**src/rtl/score_keeper.sv**
```systemverilog
// Score/streak/multiplier/health tracker fed by the note judge.
// One judgement per cycle, all outputs registered with one cycle of latency.
module score_keeper #(
  parameter int BASE_POINTS  = 50,
  parameter int STREAK_STEP  = 10,
  parameter int MAX_MULT     = 4,
  parameter int HEALTH_MAX   = 20,
  parameter int HEALTH_START = 10,
  parameter int MISS_PENALTY = 2,
  parameter int SCORE_W      = 16
) (
  input  logic               CLOCK_50,
  input  logic               resetn,
  input  logic               start,
  input  logic               judge_valid,
  input  logic               judge_hit,
  output logic [SCORE_W-1:0] score,
  output logic [7:0]         streak,
  output logic [7:0]         best_streak,
  output logic [2:0]         multiplier,
  output logic [4:0]         health,
  output logic               playing,
  output logic               game_over
);

  localparam int SUB_W = (STREAK_STEP > 1) ? $clog2(STREAK_STEP) : 1;

  localparam logic [1:0] ST_IDLE    = 2'd0;
  localparam logic [1:0] ST_PLAYING = 2'd1;
  localparam logic [1:0] ST_FAILED  = 2'd2;

  localparam logic [SCORE_W-1:0] SCORE_MAX    = '1;
  localparam logic [SUB_W-1:0]   SUB_LAST     = SUB_W'(STREAK_STEP - 1);
  localparam logic [2:0]         MULT_MAX     = 3'(MAX_MULT);
  localparam logic [4:0]         HEALTH_TOP   = 5'(HEALTH_MAX);
  localparam logic [4:0]         HEALTH_INIT  = 5'(HEALTH_START);
  localparam logic [4:0]         PENALTY      = 5'(MISS_PENALTY);

  logic [1:0]         state_reg,  state_next;
  logic               prev_start_reg;
  logic [SCORE_W-1:0] score_reg,  score_next;
  logic [7:0]         streak_reg, streak_next;
  logic [7:0]         best_reg,   best_next;
  logic [2:0]         mult_reg,   mult_next;
  logic [4:0]         health_reg, health_next;
  logic [SUB_W-1:0]   sub_reg,    sub_next;

  logic               start_edge;
  logic [SCORE_W+2:0] product;
  logic [SCORE_W+3:0] sum;
  logic [SCORE_W-1:0] score_hit;
  logic               streak_sat;
  logic [7:0]         streak_inc;
  logic [4:0]         health_hit;
  logic [4:0]         health_miss;

  assign start_edge  = start & ~prev_start_reg;
  assign product     = (SCORE_W+3)'(BASE_POINTS) * (SCORE_W+3)'(mult_reg);
  assign sum         = (SCORE_W+4)'(score_reg) + (SCORE_W+4)'(product);
  assign score_hit   = (sum > (SCORE_W+4)'(SCORE_MAX)) ? SCORE_MAX : sum[SCORE_W-1:0];
  assign streak_sat  = &streak_reg;
  assign streak_inc  = streak_sat ? streak_reg : streak_reg + 8'd1;
  assign health_hit  = (health_reg >= HEALTH_TOP) ? HEALTH_TOP : health_reg + 5'd1;
  assign health_miss = (health_reg > PENALTY) ? health_reg - PENALTY : 5'd0;

  always_comb begin
    state_next  = state_reg;
    score_next  = score_reg;
    streak_next = streak_reg;
    best_next   = best_reg;
    mult_next   = mult_reg;
    health_next = health_reg;
    sub_next    = sub_reg;
    case (state_reg)
      ST_IDLE, ST_FAILED: begin
        // A start edge wins over any judgement arriving on the same cycle.
        if (start_edge) begin
          state_next  = ST_PLAYING;
          score_next  = '0;
          streak_next = 8'd0;
          best_next   = 8'd0;
          mult_next   = 3'd1;
          health_next = HEALTH_INIT;
          sub_next    = '0;
        end
      end
      ST_PLAYING: begin
        if (judge_valid && judge_hit) begin
          score_next  = score_hit;
          streak_next = streak_inc;
          health_next = health_hit;
          if (streak_inc > best_reg)
            best_next = streak_inc;
          // Sub-counter stops with a saturated streak so the multiplier keeps
          // tracking 1 + streak / STREAK_STEP exactly.
          if (!streak_sat) begin
            if (sub_reg == SUB_LAST) begin
              sub_next = '0;
              if (mult_reg < MULT_MAX)
                mult_next = mult_reg + 3'd1;
            end else begin
              sub_next = sub_reg + SUB_W'(1);
            end
          end
        end else if (judge_valid) begin
          streak_next = 8'd0;
          mult_next   = 3'd1;
          sub_next    = '0;
          health_next = health_miss;
          if (health_miss == 5'd0)
            state_next = ST_FAILED;
        end
      end
      default: state_next = ST_IDLE;
    endcase
  end

  always_ff @(posedge CLOCK_50 or negedge resetn) begin
    if (!resetn) begin
      state_reg      <= ST_IDLE;
      // Preset high so a start already asserted at reset release is not an edge.
      prev_start_reg <= 1'b1;
      score_reg      <= '0;
      streak_reg     <= 8'd0;
      best_reg       <= 8'd0;
      mult_reg       <= 3'd1;
      health_reg     <= HEALTH_INIT;
      sub_reg        <= '0;
    end else begin
      state_reg      <= state_next;
      prev_start_reg <= start;
      score_reg      <= score_next;
      streak_reg     <= streak_next;
      best_reg       <= best_next;
      mult_reg       <= mult_next;
      health_reg     <= health_next;
      sub_reg        <= sub_next;
    end
  end

  assign score       = score_reg;
  assign streak      = streak_reg;
  assign best_streak = best_reg;
  assign multiplier  = mult_reg;
  assign health      = health_reg;
  assign playing     = (state_reg == ST_PLAYING);
  assign game_over   = (state_reg == ST_FAILED);

endmodule
```
**config.mk**
```make
export PLATFORM = sky130hd
export DESIGN_NAME = score_keeper
export DESIGN_NICKNAME = d
export VERILOG_FILES = /design/src/rtl/score_keeper.sv
export SDC_FILE = /design/constraint.sdc
export NUM_CORES = 1
export LEC_CHECK = 0
export CAP_MARGIN = 20
export CORE_ASPECT_RATIO = 1.25
export CORE_MARGIN = 3
export CORE_UTILIZATION = 38
export DETAILED_ROUTE_END_ITERATION = 6
export GPL_TIMING_DRIVEN = 1
export PLACE_DENSITY = 0.67
export SYNTH_ARGS = -nofsm -noshare
export SYNTH_HDL_FRONTEND = slang
export SYNTH_SLANG_ARGS = --single-unit
export TNS_END_PERCENT = 50
```
**constraint.sdc**
```tcl
create_clock -name CLOCK_50 -period 3.9 [get_ports CLOCK_50]
set_clock_uncertainty 0.2 [all_clocks]
set_input_delay 0.78 -clock CLOCK_50 [delete_from_list [all_inputs] [get_ports CLOCK_50]]
set_output_delay 0.78 -clock CLOCK_50 [all_outputs]
set_load 0.02 [all_outputs]
```
; Word level (Yosys, flattened, before mapping)
; Index checks and enable logic that the tools add are counted.
[classes]
n_mul = 1
magnitude_cmp = 5
reduce_logical = 12
n_mux = 36
n_addsub = 6
n_bitwise = 2
n_eq_ne = 13
[op_table]
columns = operator, count
row1 = $mux 16, 3
row2 = $mux 8, 6
row3 = $pmux 16 s2, 1
row4 = $pmux 8 s2, 2
row5 = $mux 5, 5
row6 = $mux 4, 5
row7 = $mux 3, 6
row8 = $add 16x9->17, 1
row9 = $gt 17x16->1 const B, 1
row10 = $reduce_and 4->1, 3
row11 = $pmux 5 s2, 1
row12 = $ne 3x2->1 const B, 3
row13 = $add 8x1->8 const B, 1
row14 = $gt 8x8->1, 1
row15 = $mul 5x3->8 const A, 1
row16 = $mux 2, 4
row17 = $pmux 4 s2, 1
row18 = $reduce_and 8->1, 1
row19 = $ne 2x1->1 const B, 3
row20 = $ne 2x2->1 const B, 3
row21 = $pmux 3 s2, 1
row22 = $reduce_and 3->1, 2
row23 = $reduce_and 6->1, 1
row24 = $add 5x1->5 const B, 1
row25 = 18 further kinds, 18
[totals]
register_bits = 47
input_bits = 5

; Longest topological paths before layout
[logic_depth]
ltp_word = 7
depth_mapped = 16

; Least setup slack after synthesis
; OpenSTA, ideal clock, no wires.
[synth_path]
path_kind = register to register
from = register streak_reg[0] (netlist: streak[0])
to = register best_reg[1] (netlist: best_streak[1])
synth_period_minus_slack_ns = 3.098
setup_ns = 0.134
stages_incl_launch_ff = 15
required_ns = 3.566
arrival_time_ns = 2.765
setup_slack_ns = 0.802
cell_sequence = dfrtp_1 > ha_1 > nand3_1 > or2_1 > clkbuf_1 > nand2b_1 > nor2_1 > xnor2_1 > inv_1 > ha_1 > a21oi_1 > o21ai_0 > o21ai_1 > clkbuf_1 > o21ai_0
[synth_between]
elab_chain_len = 5
elab_cells_between_ends = 9
[synth_lines]
columns = item, line_no
row1 = from (decl), 42  ; logic [7:0] streak_reg, streak_next;
row2 = from (signal assigned), 133  ; streak_reg <= streak_next;
row3 = $add 8x1->8 / $reduce_and 8->1 (equally long branches), "62, 61"
row4 = $mux 8 *, 62  ; assign streak_inc = streak_sat ? streak_reg : streak_reg + 8'd1;
row5 = $gt 8x8->1 / $mux 8 (equally long branches), 92  ; if (streak_inc > best_reg)
row6 = $ne 2x1->1 (no source line) / $mux 8 (equally long branches), -
row7 = $reduce_and 4->1 (no source line) / $pmux 8 s2 (equally long branches), -
row8 = to (signal assigned), 134  ; best_reg <= best_next;
row9 = to (decl), 43  ; logic [7:0] best_reg, best_next;
; Every way passes the cells marked *; elsewhere a longest branch is shown, timed or not. The select of a mux whose other input is x is not followed.
; A chain may end at the register's enable or synchronous reset.

; Final worst setup path
[layout_path]
from = register mult_reg[1] (netlist: multiplier[1])
to = register score_reg[15] (netlist: score[15])
[layout_between]
elab_chain_len = 6
[layout_lines]
columns = item, line_no
row1 = from (decl), 44  ; logic [2:0] mult_reg, mult_next;
row2 = from (signal assigned), 135  ; mult_reg <= mult_next;
row3 = $mul 5x3->8 *, 58  ; assign product = (SCORE_W+3)'(BASE_POINTS) * (SCORE_W+3)'(mult_reg);
row4 = $add 16x9->17 *, 59  ; assign sum = (SCORE_W+4)'(score_reg) + (SCORE_W+4)'(product);
row5 = $gt 17x16->1, 60  ; assign score_hit = (sum > (SCORE_W+4)'(SCORE_MAX)) ? SCORE_MAX : sum[SCORE_W-1:0];
row6 = $mux 16 *, 60
row7 = $mux 16 *, 88  ; if (judge_valid && judge_hit) begin
row8 = $pmux 16 s2 *, 74  ; case (state_reg)
row9 = to (signal assigned), 132  ; score_reg <= score_next;
row10 = to (decl), 41  ; logic [SCORE_W-1:0] score_reg, score_next;
; Marks and branches as above.

==> summary.txt <==
Route
  – TritonRoute pass-1 iters: 4
  – Drt via density: 5.411
  – Routed via count: ~2700
  – Remaining antenna violation count: 0
  – Total wire length: 7.051 mm
  – Initial DRC Count: 120
  – Mean routed wirelength per cell: between 10 and 15 µm
  – DRC errors left: 0

Placement
  – Hpwl dp: 5.328 mm
  – Placed Cells incl. Taps: 483
  – PortBufs: 46
  – RD Place Congestion: between 0.8 and 0.9

Floorplan
  – Die Span X: 86.11 µm
  – Row count: 35
  – Core Box Area: 0.007576 mm²
  – Num ports: 47
  – Initial core utilization: 0.4023
  – Die height: between 100 and 150 µm
  – Die area: 0.009138 mm²

STA
  – Period utilization: 0.8342
  – Worst Max-Slew Pin Slew: 0.8479 ns
  – RSZ-0062 raised after global routing: false
  – Slew Viols, Final: 0
  – Fmax: approximately 0.31 GHz
  – # setup viols final: 0
  – Setup TNS Final: 0 ns
  – Final hold vios: 0
  – Slew Limit Headroom: 0.4348
  – Final Critical Period: 3.253 ns

Critical path
  – WP data arrival: 3.20 ns
  – CP endpoint kind: flop
  – Crit path from: multiplier[1]
  – R2r endpoint: score[15]
  – WP data required: 3.84 ns
  – Critical path class: reg2reg
  – Crit path launch type: flop
  – Crit path to: score[15]
  – Worst R2R Path Depth: 12
  – Crit path max fanout: 13
  – Reg2Reg Launch Point: multiplier[1]
  – R2R Setup Slk: ~0.65 ns

Clock tree
  – Post-CTS Setup Repair Bufs: 0
  – Clock slew at reported path FFs: 0.09 ns
  – Post-CTS Hold Fix Bufs: 0
  – CTS max path bufs: 2
  – Clk root buf: clkbuf_8
  – Clock sinks: 47
  – Number of H-tree levels: 2
  – Total CTS buffers: 5
  – Clock insertion delay at the later pin of the skew report: 0.31 ns
  – Post-CTS sizing: 0
  – CTS tree: built

Power and ir drop
  – Leakage: approximately 1.6 nW
  – Power Dens Cells: 643.8 mW/mm²
  – Max IR drop VDD: 0.0002648 V

Cells and area
  – Fillers: ~730
  – Layout overhead on the synthesized area: 20.98%
  – Max FFs per register: 16
  – Share of layout cells above drive strength 1: 0.06015
  – Multi-input logic area: ~0.0017 mm²
  – NumNets Final: between 400 and 500
  – Final cell count without fillers: 491
  – Sequential Area: 0.001181 mm²
  – N_diodes: 0

Global routing
  – Antenna violations before repair: 0
  – First-pass GRT wire length: about 12 mm
  – Aggregate global routing overflow: 0
  – Largest net degree at the start of global routing: 38
  – Number of global-route vias before repair: ~2500
  – Total track usage: 0.1621

Run status
  – Status: complete, no violations

Yosys
  – Sequential area share after synthesis: 0.3875
  – Synth area leader: dfrtp_1
  – FFs w/ async S/R, synth: 1.000
  – Post-synthesis cell count: between 300 and 400
  – Post-synth EDFFs: 0
  – Post-synth top cells: nand2_1, dfrtp_1, ha_1, o21ai_0
  – Top-count cell post-synth: nand2_1
  – Unique cell type count in the Yosys netlist: 48
  – Synth warn: 0
  – Area share of the largest cell type after synthesis: 0.3530
  – Mapped Nets: 387
  – FF+latch count, synth: 47
  – Mapped Area: 0.003048 mm²
  – Synth top area cells: dfrtp_1, ha_1, nand2_1, o21ai_0, a21oi_1
  – Avg Synthesized Cell Area: 8.684 µm²
  – Dominant synthesized flop cell: dfrtp_1

Worst hold path
  – Hold Startpoint: score[0]
  – Hold Path Class: reg2reg

Flow run
  – Max Cap Viol: 0
-- logic make-up after synthesis --
kind of cell    after synthesis  synth area share
buf+inv                      36           0.04844
xor+xnor                     14           0.04023
flops                        47            0.3875
fa+ha+maj                    31            0.1297
mux                           1          0.003694
simple gates                128            0.2028
compound gates               94            0.1876
-- layout by cell type, fill, tap and decap left out, types with 2 or more instances in the layout --
| cell | count |
|---|---|
| nor2_1 | 21 |
| or2_2 | 3 |
| buf_4 | 5 |
| o211ai_1 | 9 |
| xor2_1 | 5 |
| dfrtp_1 | 43 |
| or3_1 | 2 |
| o21a_1 | 4 |
| a22oi_1 | 2 |
| ha_1 | 30 |
| nor3_1 | 5 |
| nor4b_1 | 2 |
| nand2b_1 | 6 |
| nor3b_1 | 3 |
| nand2_1 | 44 |
| nand4_1 | 4 |
| o2111ai_1 | 3 |
| nor2b_1 | 8 |
| o21ai_0 | 30 |
| clkbuf_8 | 5 |
| o311ai_0 | 2 |
| a21o_1 | 2 |
| xnor2_1 | 9 |
| dfstp_2 | 4 |
| inv_1 | 24 |
| a32o_1 | 2 |
| a211oi_1 | 2 |
| a31oi_1 | 5 |
| o21ai_1 | 3 |
| a21oi_1 | 24 |
| nand3_1 | 24 |
| clkdlybuf4s50_1 | 45 |
-- power by group --
part | switching, mW | internal, mW
Combinational | 0.732 | 0.582
Sequential | 0.152 | 0.610
Clock | 0.172 | 0.126
Total | 1.06 | 1.32
-- layout make-up --
class	instances	area share
Clock buffer	6	0.01968
Inverter	25	0.02545
Tap cell	92	0.03122
Multi-Input combinational cell	268	0.4662
Sequential cell	47	0.3203
Clock inverter	2	0.003393
Timing Repair Buffer	51	0.1337
-- layer usage --
| layer | vias up | global-route usage | share of wire |
|---|---|---|---|
| met5 | - | 0 | 0 |
| met4 | 0 | 0.06787 | 0.022 |
| met3 | 13 | 0.02791 | 0.042 |
| met2 | 60 | 0.2756 | 0.49 |
| met1 | 1253 | 0.1998 | 0.45 |
| li1 | 1331 | - | - |
-- how the worst min path moves through the flow --
| stage | endpoint | cells after the start |
|---|---|---|
| finish | score[0] | 2 |
| global route | score[0] | 2 |
| CTS | score[0] | 2 |
| detailed placement | score[0] | 2 |
| global placement | score[0] | 2 |
| floorplan | best_streak[0] | 0 |
-- through the flow --
step | area (µm²) | power (mW) | hold slack, ns | setup slack (ns) | utilization
6_report | 3687 | 2.374 | 0.2944 | 0.6466 | 0.4867
5_1_grt | 3687 | 2.594 | 0.3435 | 0.3299 | 0.4867
4_1_cts | 3687 | 2.400 | 0.2985 | 0.6531 | 0.4867
3_5_place_dp | 3602 | 2.093 | 0.2763 | 0.6838 | 0.4755
3_3_place_gp | 3602 | 2.073 | 0.2768 | 0.7344 | 0.4755
2_1_floorplan | 3048 | 1.655 | 0.2844 | 0.8016 | -
-- worst max-delay path: stages, from the launching register on --
cell,delay (ns)
dfrtp_1,0.45
inv_1,0.11
ha_1,0.28
inv_1,0.04
ha_1,0.19
ha_1,0.17
or2_2,0.27
ha_1,0.32
and3_1,0.18
o2111ai_1,0.12
nand2_1,0.14
nand2_1,0.38
o311ai_0,0.24
Power figures use the tool's default switching activity.
